===== src/rtl/interleaver_pkg.sv =====
// Shared constants and FSM state encoding for the QPP interleaver address sequencer.
package interleaver_pkg;
    localparam int KW    = 13;
    localparam int CW    = 10;
    localparam int K_MIN = 40;
    localparam int K_MAX = 6144;

    typedef enum logic [2:0] {
        IDLE,
        LOAD,
        WAIT,
        RUN,
        DONE
    } ilv_state_t;
endpackage


===== src/rtl/generaldff.sv =====
// Generic register with asynchronous active-high reset to a constant value.
module generaldff #(
    parameter int           W       = 1,
    parameter logic [W-1:0] RST_VAL = '0
) (
    input  logic         clk,
    input  logic         rst,
    input  logic [W-1:0] d,
    output logic [W-1:0] q
);
    always_ff @(posedge clk or posedge rst) begin
        if (rst) q <= RST_VAL;
        else     q <= d;
    end
endmodule


===== src/rtl/ilv_k_check.sv =====
// Combinational block-length legality check: multiple of 8 within [K_MIN, K_MAX].
module ilv_k_check
    import interleaver_pkg::*;
#(
    parameter int KW = interleaver_pkg::KW
) (
    input  logic [KW-1:0] k,
    output logic          legal
);
    assign legal = (k[2:0] == 3'b000) &&
                   (k >= KW'(K_MIN)) &&
                   (k <= KW'(K_MAX));
endmodule


===== src/rtl/interleaver_ctrl.sv =====
// Sequencer for the two-stage QPP interleaver address datapath.
// Optional abort support is compiled in when ILV_ABORT_EN is defined.
module interleaver_ctrl
    import interleaver_pkg::*;
#(
    parameter int KW         = interleaver_pkg::KW,
    parameter int CW         = interleaver_pkg::CW,
    parameter int STAGE1_LAT = 2
) (
    input  logic          clk,
    input  logic          rst,
`ifdef ILV_ABORT_EN
    input  logic          abort,
    output logic          aborted,
`endif
    input  logic          start,
    input  logic [KW-1:0] K_in,
    output logic [KW-1:0] K_i,
    output logic [CW-1:0] counter_r,
    output logic          dff_clr,
    output logic          busy,
    output logic          pi_valid,
    output logic [CW-1:0] pi_beat,
    output logic          pi_last,
    output logic          done,
    output logic          k_err
);
    ilv_state_t    state_reg, state_next;
    logic [KW-1:0] k_reg;
    logic [CW-1:0] cnt_reg, cnt_next;
    logic [2:0]    wait_reg, wait_next;
    logic          k_err_reg;
    logic          k_legal;
    logic [CW-1:0] last_cnt;
    logic          tc;
    logic          abort_hit;
    logic          accept;

    ilv_k_check #(.KW(KW)) u_k_check (
        .k     (K_in),
        .legal (k_legal)
    );

    // K/8 always fits CW bits for legal K, so the compare stays 10-bit.
    assign last_cnt = CW'(k_reg >> 3) - CW'(1);
    assign tc       = (state_reg == RUN) && (cnt_reg == last_cnt);
    assign accept   = (state_reg == IDLE) && start;

`ifdef ILV_ABORT_EN
    logic aborted_reg;
    assign abort_hit = abort && ((state_reg == LOAD) || (state_reg == WAIT) || (state_reg == RUN));
    assign aborted   = aborted_reg;

    always_ff @(posedge clk or posedge rst) begin
        if (rst) aborted_reg <= 1'b0;
        else     aborted_reg <= abort_hit;
    end
`else
    assign abort_hit = 1'b0;
`endif

    always_comb begin
        state_next = state_reg;
        cnt_next   = cnt_reg;
        wait_next  = wait_reg;
        case (state_reg)
            IDLE: begin
                cnt_next = '0;
                if (start && k_legal) state_next = LOAD;
            end
            LOAD: begin
                wait_next  = 3'(STAGE1_LAT - 1);
                state_next = WAIT;
            end
            WAIT: begin
                if (wait_reg == 3'd0) state_next = RUN;
                else                  wait_next  = wait_reg - 3'd1;
            end
            RUN: begin
                if (tc) begin
                    cnt_next   = '0;
                    state_next = DONE;
                end else begin
                    cnt_next = cnt_reg + CW'(1);
                end
            end
            DONE: begin
                cnt_next   = '0;
                state_next = IDLE;
            end
            default: begin
                cnt_next   = '0;
                state_next = IDLE;
            end
        endcase
        // Abort overrides every transition, including the terminal count.
        if (abort_hit) begin
            cnt_next   = '0;
            state_next = IDLE;
        end
    end

    always_ff @(posedge clk or posedge rst) begin
        if (rst) begin
            state_reg <= IDLE;
            cnt_reg   <= '0;
            wait_reg  <= '0;
            k_reg     <= '0;
            k_err_reg <= 1'b0;
        end else begin
            state_reg <= state_next;
            cnt_reg   <= cnt_next;
            wait_reg  <= wait_next;
            k_err_reg <= accept && !k_legal;
            if (accept && k_legal) k_reg <= K_in;
        end
    end

    assign K_i       = k_reg;
    assign counter_r = cnt_reg;
    assign busy      = (state_reg != IDLE);
    assign done      = (state_reg == DONE);
    assign k_err     = k_err_reg;
    assign dff_clr   = (state_reg == IDLE) || (state_reg == LOAD) || (state_reg == DONE);

    // Stage 2 registers its Pi result, so qualifiers trail counter_r by one cycle.
    generaldff #(.W(CW + 2)) u_pi_pipe (
        .clk (clk),
        .rst (rst),
        .d   ({(state_reg == RUN) && !abort_hit, cnt_reg, tc && !abort_hit}),
        .q   ({pi_valid, pi_beat, pi_last})
    );
endmodule


===== config.mk =====
export PLATFORM = sky130hd
export DESIGN_NAME = interleaver_ctrl
export DESIGN_NICKNAME = d
export VERILOG_FILES = /design/src/rtl/interleaver_pkg.sv /design/src/rtl/generaldff.sv /design/src/rtl/ilv_k_check.sv /design/src/rtl/interleaver_ctrl.sv
export SDC_FILE = /design/constraint.sdc
export NUM_CORES = 1
export LEC_CHECK = 0
export BUFFER_PORTS_ARGS = -buffer_cell sky130_fd_sc_hd__buf_2
export CAP_MARGIN = 20
export CORE_MARGIN = 2
export CORE_UTILIZATION = 50
export CTS_CLUSTER_SIZE = 16
export DETAILED_ROUTE_END_ITERATION = 12
export PLACE_DENSITY = 0.76
export SYNTH_ARGS = -nofsm -noshare
export SYNTH_HDL_FRONTEND = slang
export SYNTH_SLANG_ARGS = --single-unit
export TNS_END_PERCENT = 30

===== constraint.sdc =====
create_clock -name clk -period 3.2 [get_ports clk]
set_clock_uncertainty 0.2 [all_clocks]
set_input_delay 0.64 -clock clk [delete_from_list [all_inputs] [get_ports clk]]
set_output_delay 0.64 -clock clk [all_outputs]
set_load 0.02 [all_outputs]

**After elaboration in Yosys (flattened, before gate mapping)**

Cells that the tools add are included.

- Register bits after elaboration: 42
- Bits in latches: 0
- Memory bits (writable): 0
- Bits in read-only memories: 0
- Input port bits: 16
- Logic and storage cells: 46
- Memories: 0

- Add/sub/neg operators: 3
- Multiply operators: 0
- Divide/modulo/power cells: 0
- Order comparisons: 2
- Equality and inequality tests: 9
- Shift operators: 0
- Muxes and demuxes: 8
- Bitwise operators: 0
- Reductions and logical operators: 18

Operators with widths:

| cell | count |
|---|---|
| case mux 10 bit (2 select lines) | 1 |
| >= comparator 13 x 6 -> 1 bit, second input constant | 1 |
| <= comparator 13 bit, second input constant | 1 |
| two-way mux 3 bit | 4 |
| case mux 3 bit (4 select lines) | 1 |
| adder 10 x 1 -> 10 bit, second input constant | 1 |
| equality test 10 bit | 1 |
| two-way mux 10 bit | 1 |
| subtractor 10 x 1 -> 10 bit, second input constant | 1 |
| zero test 3 bit | 3 |
| != test 2 bit, second input constant | 4 |
| logical AND 1 bit | 7 |
| equality test 3 x 2 -> 1 bit, second input constant | 2 |
| case mux 3 bit (2 select lines) | 1 |
| equality test 3 x 1 -> 1 bit, second input constant | 1 |
| equality test 3 bit, second input constant | 1 |
| AND reduction 3 bit | 1 |
| nonzero test 3 bit | 1 |
| subtractor 3 x 1 -> 3 bit, second input constant | 1 |
| logical OR 1 bit | 2 |
| AND reduction 2 bit | 1 |
| nonzero test 2 bit | 1 |
| OR reduction 2 bit | 1 |
| zero test 1 bit | 1 |

**Logic depth before layout (Yosys ltp)**

Gate-level depths: netlist of run 1.

- Depth after elaboration: 6
- Gate-level depth with buffers: 9

**Cells and area by module**

From an unflattened synthesis of run 1, not the netlist that was laid out.

- Cell total of the unflattened synthesis: 193
- Area, all modules: 2088.3 µm²

By module, submodules not included:

| module | instances | cells each | area an instance (µm²) | sequential area each (µm²) |
|---|---|---|---|---|
| interleaver_ctrl | 1 | 170 | 1715.4 | 750.7 |
| generaldff | 1 | 13 | 304.0 | 300.3 |
| ilv_k_check | 1 | 10 | 68.8 | 0.0 |

**Worst setup path before layout of run 1**

Ideal clock, no wire load.

- Kind: reg-to-reg
- From: reg k_reg[3] (netlist: K_i[3])
- To: reg cnt_reg[2] (netlist: counter_r[2])
- Library setup time: 0.126 ns
- Arrival: 2.334 ns
- Required time: 2.874 ns
- Path slack: 0.540 ns
- Stages on the path, launching flop included: 10
- Path buffers: 0
- Clock period less this slack: 2.660 ns
- Path through: dfrtp_1 -> inv_1 -> ha_1 -> nor3b_1 -> or3_1 -> nand4_1 -> o21ai_0 -> o41a_1 -> nor4bb_1 -> a221o_1

- Word-level cells in the longest chain between the ends: 5

RTL lines:

| what | line | source |
|---|---|---|
| from (decl) | interleaver_ctrl.sv:29 | `logic [KW-1:0] k_reg;` |
| from (signal assigned) | interleaver_ctrl.sv:115 | `if (accept && k_legal) k_reg <= K_in;` |
| subtractor 10 x 1 -> 10 bit | interleaver_ctrl.sv:45 | `assign last_cnt = CW'(k_reg >> 3) - CW'(1);` |
| equality test 10 bit | interleaver_ctrl.sv:46 | `assign tc = (state_reg == RUN) && (cnt_reg == last_cnt);` |
| logical AND 1 bit | interleaver_ctrl.sv:46 |  |
| two-way mux 10 bit | interleaver_ctrl.sv:80 | `if (tc) begin` |
| case mux 10 bit (2 select lines) | interleaver_ctrl.sv:66 | `case (state_reg)` |
| to (signal assigned) | interleaver_ctrl.sv:112 | `cnt_reg <= cnt_next;` |
| to (decl) | interleaver_ctrl.sv:30 | `logic [CW-1:0] cnt_reg, cnt_next;` |

Every way passes these cells.
A chain may end at the register's enable or synchronous reset.

**Worst setup path in the final report of run 1**

Same ends and word-level chain as after synthesis.

==> results of run 1 <==
==> critical path: stages, from the launching register on <==
cell      delay (ps)
dfrtp_1          430
inv_1             60
ha_1             240
nor3b_1          180
or3_1            320
nand4_1           90
o21ai_0          110
o41a_1           510
nor4bb_1         180
a221o_1          270
==> cell families (layout without fill, tap and decap cells) <==
kind of cell,Yosys count,count (layout),share of synthesized area [%]
buffers and inverters,26,75,6.46
and+or+nand+nor,73,73,18.8
muxes,11,11,5.86
adders and majority gates,4,4,2.39
AOI/OAI and AO/OA,28,28,8.79
DFF,42,42,50.2
xor gates and xnor gates,18,18,7.53
==> cells in the mapped netlist (all sizes together), types with 2 or more instances <==
master	instances
a21o	3
a21oi	6
a22o	2
a32oi	2
and2	3
buf	10
clkbuf	6
dfrtp	42
ha	4
inv	10
mux2	10
nand2	11
nand2b	3
nand3	6
nand3b	2
nand4	5
nor2	20
nor2b	2
nor3	8
nor3b	3
nor4	2
o21ai	9
xnor2	11
xor2	7
==> cell type report <==
class,count,area [sq um]
Fill cell,356,1570
Tap cell,50,62.6
Multi-Input combinational cell,134,907
Inverter,10,37.5
Timing Repair Buffer,57,313
Sequential cell,42,1050
Clock inverter,1,5.00
Clock buffer,7,86.3
==> power groups by stage <==
stage / registers, mW / clock network, mW / logic [mW]
floorplan: 0.871 / 0 / 0.613
global placement: 0.836 / 0 / 0.883
detailed placement: 0.842 / 0 / 0.910
CTS: 0.832 / 0.352 / 0.918
global route: 0.856 / 0.373 / 1.02
finish: 0.832 / 0.344 / 0.916
==> through the flow <==
step           hold WS (ps)  setup WS [ps]  util (%)  std cells
6_report                104            482      61.1        301
5_1_grt                 126            273      61.1        301
4_1_cts                 112            479      61.1        301
3_5_place_dp            256            368      58.9        293
3_3_place_gp            244            395      58.2        292
2_1_floorplan           173            540         -        202
==> layer usage <==
metal  global-route usage (%)  vias up
met3                     4.87        6
met5                        0        -
met2                     33.1       40
met1                     26.2      790
li1                         -      783
met4                     5.64        0
==> final timing paths <==
path                                          start                   endpoint  slack, ps  depth (start not counted)
setup / recovery                 K_i[3]$_DFFE_PP0P_   counter_r[2]$_DFFE_PP0P_        480                          9
hold / removal                                  rst   u_pi_pipe.q[3]$_DFF_PP0_        100                          2
setup reg to reg                 K_i[3]$_DFFE_PP0P_   counter_r[2]$_DFFE_PP0P_        480                          9
hold reg to reg            counter_r[9]$_DFFE_PP0P_  u_pi_pipe.q[10]$_DFF_PP0_        280                          0
max in group asynchronous                       rst   counter_r[4]$_DFFE_PP0P_       2220                          3
min in group clk           counter_r[9]$_DFFE_PP0P_  u_pi_pipe.q[10]$_DFF_PP0_        280                          0
==> metrics.log, run 1 <==
INFO  metric status = completed
INFO  metric place_hpwl = 3140 um
INFO  metric cts_buffers = 5
INFO  metric final_period_minus_worst_setup_slack = between 2000 and 3000 ps
INFO  metric post-route-cell-area = between 0.002 and 0.0025 sq mm
INFO  metric synthTopCellsByArea = dfrtp_1 50%, mux2_2 5.4%, xnor2_1 4.6%, buf_4 3.6%, nor2_1 3.6%
INFO  metric grt_pass1_wl = approximately 7000 um
INFO  metric finalCritPeriodShare = approximately 85%
INFO  metric cts_root_buf = clkbuf_8
INFO  metric antenna_violating_nets_left = 0
INFO  metric clock.fmax = between 0.3 and 0.4 GHz
INFO  metric setup-violations-final = 0
INFO  metric die_area = 0.00472 sq mm
INFO  metric synth_area_leader_cell = dfrtp_1
INFO  metric cts_repair_resize_count = 0
INFO  metric detailroute.wirelength.met2 = 2080 um
INFO  metric drive_gt1_share = between 30% and 40%
INFO  metric cp-start-kind = flop
INFO  metric top_signal_layer_used = met4
INFO  metric biggest_fanout_along_the_worst_timing_path = 7
INFO  metric portion_of_total_power_attributed_to_sequential_cells = approximately two fifths
INFO  metric max_cap_violations = 0
INFO  metric post_synth_inst_count = roughly 200
INFO  metric antenna_violations_before_repair = 0
INFO  metric cts_buffer_depth = 2
INFO  metric synthesis.yosys.warnings = 0
INFO  metric irDropWorstVdd = 0.501 mV
INFO  metric clock-sinks = 42
INFO  metric setup_repair_after_global_routing_missed_its_margin = false
INFO  metric grt_start_max_net_pins = 21
INFO  metric worst_slew_pin_slew = around 580 ps
INFO  metric worst-endpoint-arrival = roughly 2700 ps
INFO  metric firstDrtPassIters = 4
INFO  metric power_density = 850 mW/mm^2
INFO  metric fin_setup_tns = 0 ps
INFO  metric globalRouteOverflowTotal = 0
INFO  metric place_congestion = about 0.90
INFO  metric cts_setup_buffers = 0
INFO  metric critical_path.endpoint_type = flop
INFO  metric post-synth-top-area-fraction = between 50% and 60%
INFO  metric detailedRoute.firstIterationViolations = 94
INFO  metric synth.net_count = between 200 and 250
INFO  metric finish.net_count = 270
INFO  metric holdBufCountCts = 0
INFO  metric tritoncts = done
INFO  metric yosys.cell_types.count = 40
INFO  metric most-common-layout-cells = 54 x buf_2, 42 x dfrtp_1, 20 x nor2_1
INFO  metric pwr-share-comb = 43.8%
INFO  metric timing.final.max_slew_violations = 0
INFO  metric largest_reg_flops = 13
INFO  metric area.growth.synth_to_final = 17.6%
INFO  metric wl_per_cell = between 10 and 15 um
INFO  metric placementRows = 23
INFO  metric synth.avg_cell_area = around 10 sq um
INFO  metric synthesis.area = 0.00209 sq mm
INFO  metric synth-edff-count = 0
INFO  metric mostFrequentLayoutCell = buf_2
INFO  metric power.total = approximately 2.1 mW
INFO  metric p_sw_share = between 40% and 50%
INFO  metric io_buffer_count = 54
INFO  metric placeableCoreArea = 0.00403 sq mm
INFO  metric route.vias.total = roughly 1.6k
INFO  metric worst_setup_hold_path_clk_slew = around 80 ps
INFO  metric static_leakage_power = between 1 and 1.5 nW
INFO  metric cellInternalPower = roughly 1.2 mW
INFO  metric antenna-diode-count = 0
INFO  metric vias_per_cell = roughly 5.4
INFO  metric hold_path.class = in2async
INFO  metric htree_num_levels = 2
INFO  metric yosys_most_used_dff = dfrtp_1
INFO  metric start_util = about half
INFO  metric die_height = roughly 70 um
INFO  metric timing_hold_violations_final = 0
INFO  metric route.layer.met1.wl = ~1900 um
INFO  metric total_switching_power = ~0.88 mW
INFO  metric routed_wirelength = between 4000 and 5000 um
INFO  metric critPathKind = reg2reg
INFO  metric power.clock.fraction = between 10% and 20%
INFO  metric synth_async_sr_flop_share = between 90% and 100%
INFO  metric global_route.usage.total = 20.0%
INFO  metric met3WireLength = about 210 um
INFO  metric die_width = 68.7 um
INFO  metric synth_sequential_area_ratio = 50.2%
INFO  metric dpl-instance-area = 0.00237 sq mm
INFO  metric top_level_ports = 55
INFO  metric drc = 0
INFO  metric required_time_of_the_critical_path = 3180 ps
INFO  metric ys_ff_latch = 42
INFO  metric first_global_vias = around 1.5k
INFO  metric timing.max_slew.rel_slack = 61.4%
INFO  metric clock_latency = 290 ps
Power figures use the tool's default switching activity.
==> run 2, diff against run 1 <==
clock period = 2.71 ns   (was 3.2 ns; I/O delays follow)
==> metrics.log, run 2 (synthesized netlist as in run 1, its figures left out) <==
INFO  metric cts_buffer_depth = 2
INFO  metric required_time_of_the_critical_path = ~2700 ps
INFO  metric cellInternalPower = between 1.5 and 2 mW
INFO  metric htree_num_levels = 2
INFO  metric power_density = ~1000 mW/mm^2
INFO  metric grt_start_max_net_pins = 23
INFO  metric cts_buffers = 5
INFO  metric cp-start-kind = flop
INFO  metric drc = 0
INFO  metric total_switching_power = around 1.1 mW
INFO  metric global_route.usage.total = 20.4%
INFO  metric area.growth.synth_to_final = 20.9%
INFO  metric timing.final.max_slew_violations = 0
INFO  metric antenna-diode-count = 0
INFO  metric firstDrtPassIters = 5
INFO  metric place_hpwl = 3100 um
INFO  metric globalRouteOverflowTotal = 0
INFO  metric status = completed
INFO  metric clock_latency = ~290 ps
INFO  metric critical_path.endpoint_type = flop
INFO  metric first_global_vias = between 1k and 1.5k
INFO  metric routed_wirelength = 4240 um
INFO  metric die_area = around 0.0047 sq mm
INFO  metric timing.max_slew.rel_slack = around 43%
INFO  metric worst_slew_pin_slew = 843 ps
INFO  metric tritoncts = done
INFO  metric hold_path.class = in2async
INFO  metric final_cells = just over 300
INFO  metric power.clock.fraction = around a fifth
INFO  metric static_leakage_power = between 1 and 1.5 nW
INFO  metric placeableCoreArea = between 0.004 and 0.005 sq mm
INFO  metric worst-endpoint-arrival = ~2600 ps
INFO  metric die_width = 68.7 um
INFO  metric io_buffer_count = 54
INFO  metric finalCritPeriodShare = about 96%
INFO  metric mostFrequentLayoutCell = buf_2
INFO  metric cts_root_buf = clkbuf_8
INFO  metric timing_hold_violations_final = 0
INFO  metric finish.net_count = about 280
INFO  metric detailedRoute.firstIterationViolations = 94
INFO  metric worst_setup_hold_path_clk_slew = around 80 ps
INFO  metric p_sw_share = between 40% and 50%
INFO  metric place_congestion = roughly 0.84
INFO  metric largest_reg_flops = 13
INFO  metric placed_cells_incl_taps = slightly below 300
INFO  metric route.vias.total = 1633
INFO  metric portion_of_total_power_attributed_to_sequential_cells = about 37%
INFO  metric placementRows = 23
INFO  metric irDropWorstVdd = 0.521 mV
INFO  metric clock.fmax = 0.386 GHz
INFO  metric setup-violations-final = 0
INFO  metric most-common-layout-cells = 54 x buf_2, 42 x dfrtp_1, 20 x nor2_1
INFO  metric die_height = approximately 69 um
INFO  metric critPathKind = reg2reg
INFO  metric grt_pass1_wl = about 7000 um
INFO  metric wl_per_cell = between 10 and 15 um
INFO  metric top_level_ports = 55
INFO  metric number_of_inserted_filler_cells_in_the_final_layout = 356
INFO  metric pwr-share-comb = between 40% and 50%
INFO  metric final_period_minus_worst_setup_slack = 2590 ps
INFO  metric drive_gt1_share = roughly 33%
INFO  metric setup_repair_after_global_routing_missed_its_margin = false
INFO  metric vias_per_cell = around 5.3
INFO  metric start_util = 52.0%
INFO  metric antenna_violations_before_repair = 0
INFO  metric biggest_fanout_along_the_worst_timing_path = 5
INFO  metric max_cap_violations = 0
INFO  metric fin_setup_tns = 0 ps
INFO  metric holdBufCountCts = 0
INFO  metric clock-sinks = 42
INFO  metric antenna_violating_nets_left = 0
[run 2: path summary, 6_finish.rpt]
check	start	end	slack (ps)	cells after the start
max	K_i[4]$_DFFE_PP0P_	counter_r[2]$_DFFE_PP0P_	120	9
min	rst	u_pi_pipe.q[0]$_DFF_PP0_	110	2
max reg2reg	K_i[4]$_DFFE_PP0P_	counter_r[2]$_DFFE_PP0P_	120	9
min reg2reg	K_i[0]$_DFFE_PP0P_	K_i[0]$_DFFE_PP0P_	290	1
max in group asynchronous	rst	K_i[9]$_DFFE_PP0P_	1670	3
min in group clk	start	k_err$_DFF_PP0_	270	3
[run 2: critical path, stage by stage (launching register included)]
cell and delay, ps:
dfrtp_1 410, inv_1 70, ha_1 220, nor3b_2 180, or3_1 320, nand4_1 90
o21ai_0 100, o41a_1 460, nor4bb_1 180, a221o_1 260
[run 2: routing by layer]
layer	wire length [um]	vias to the layer above	track usage [%]
met1	1930	787	27.6
li1	-	799	-
met3	229	5	5.52
met4	57	0	7.11
met5	0	-	0
met2	2030	42	31.7
[run 2: stage by stage]
step / worst slack [ps] / hold WS [ps] / power, mW / area (sq um) / utilization (%)
floorplan: 49.9 / 173 / 1.75 / 2090 / -
global placement: 163 / 265 / 2.06 / 2390 / 59.4
detailed placement: 94.0 / 270 / 2.10 / 2390 / 59.4
CTS: 65.8 / 126 / 2.60 / 2510 / 62.2
global route: 14.5 / 143 / 2.81 / 2530 / 62.8
finish: 122 / 112 / 2.62 / 2530 / 62.8
[run 2: layout make-up]
type | instances | area [sq um] | share of cell area (%)
Multi-Input combinational cell | 134 | 917 | 36.2
Tap cell | 50 | 62.6 | 2.47
Timing Repair Buffer | 63 | 350 | 13.8
Clock buffer | 6 | 82.6 | 3.26
Inverter | 10 | 37.5 | 1.48
Clock inverter | 1 | 30.0 | 1.19
Sequential cell | 42 | 1050 | 41.5
[run 2: timing repair]
action / 4_1_cts / 5_1_grt
buffers inserted: 0 / 2
resized for setup: 0 / 2
endpoints found under the setup margin: 0 / 8
[run 2: power groups by stage]
| stage | clock, mW | sequential, mW | combinational [mW] |
|---|---|---|---|
| 2_1_floorplan | 0 | 1.03 | 0.723 |
| 3_3_place_gp | 0 | 0.973 | 1.09 |
| 3_5_place_dp | 0 | 0.981 | 1.12 |
| 4_1_cts | 0.507 | 0.969 | 1.13 |
| 5_1_grt | 0.537 | 1.00 | 1.28 |
| 6_report | 0.499 | 0.975 | 1.15 |
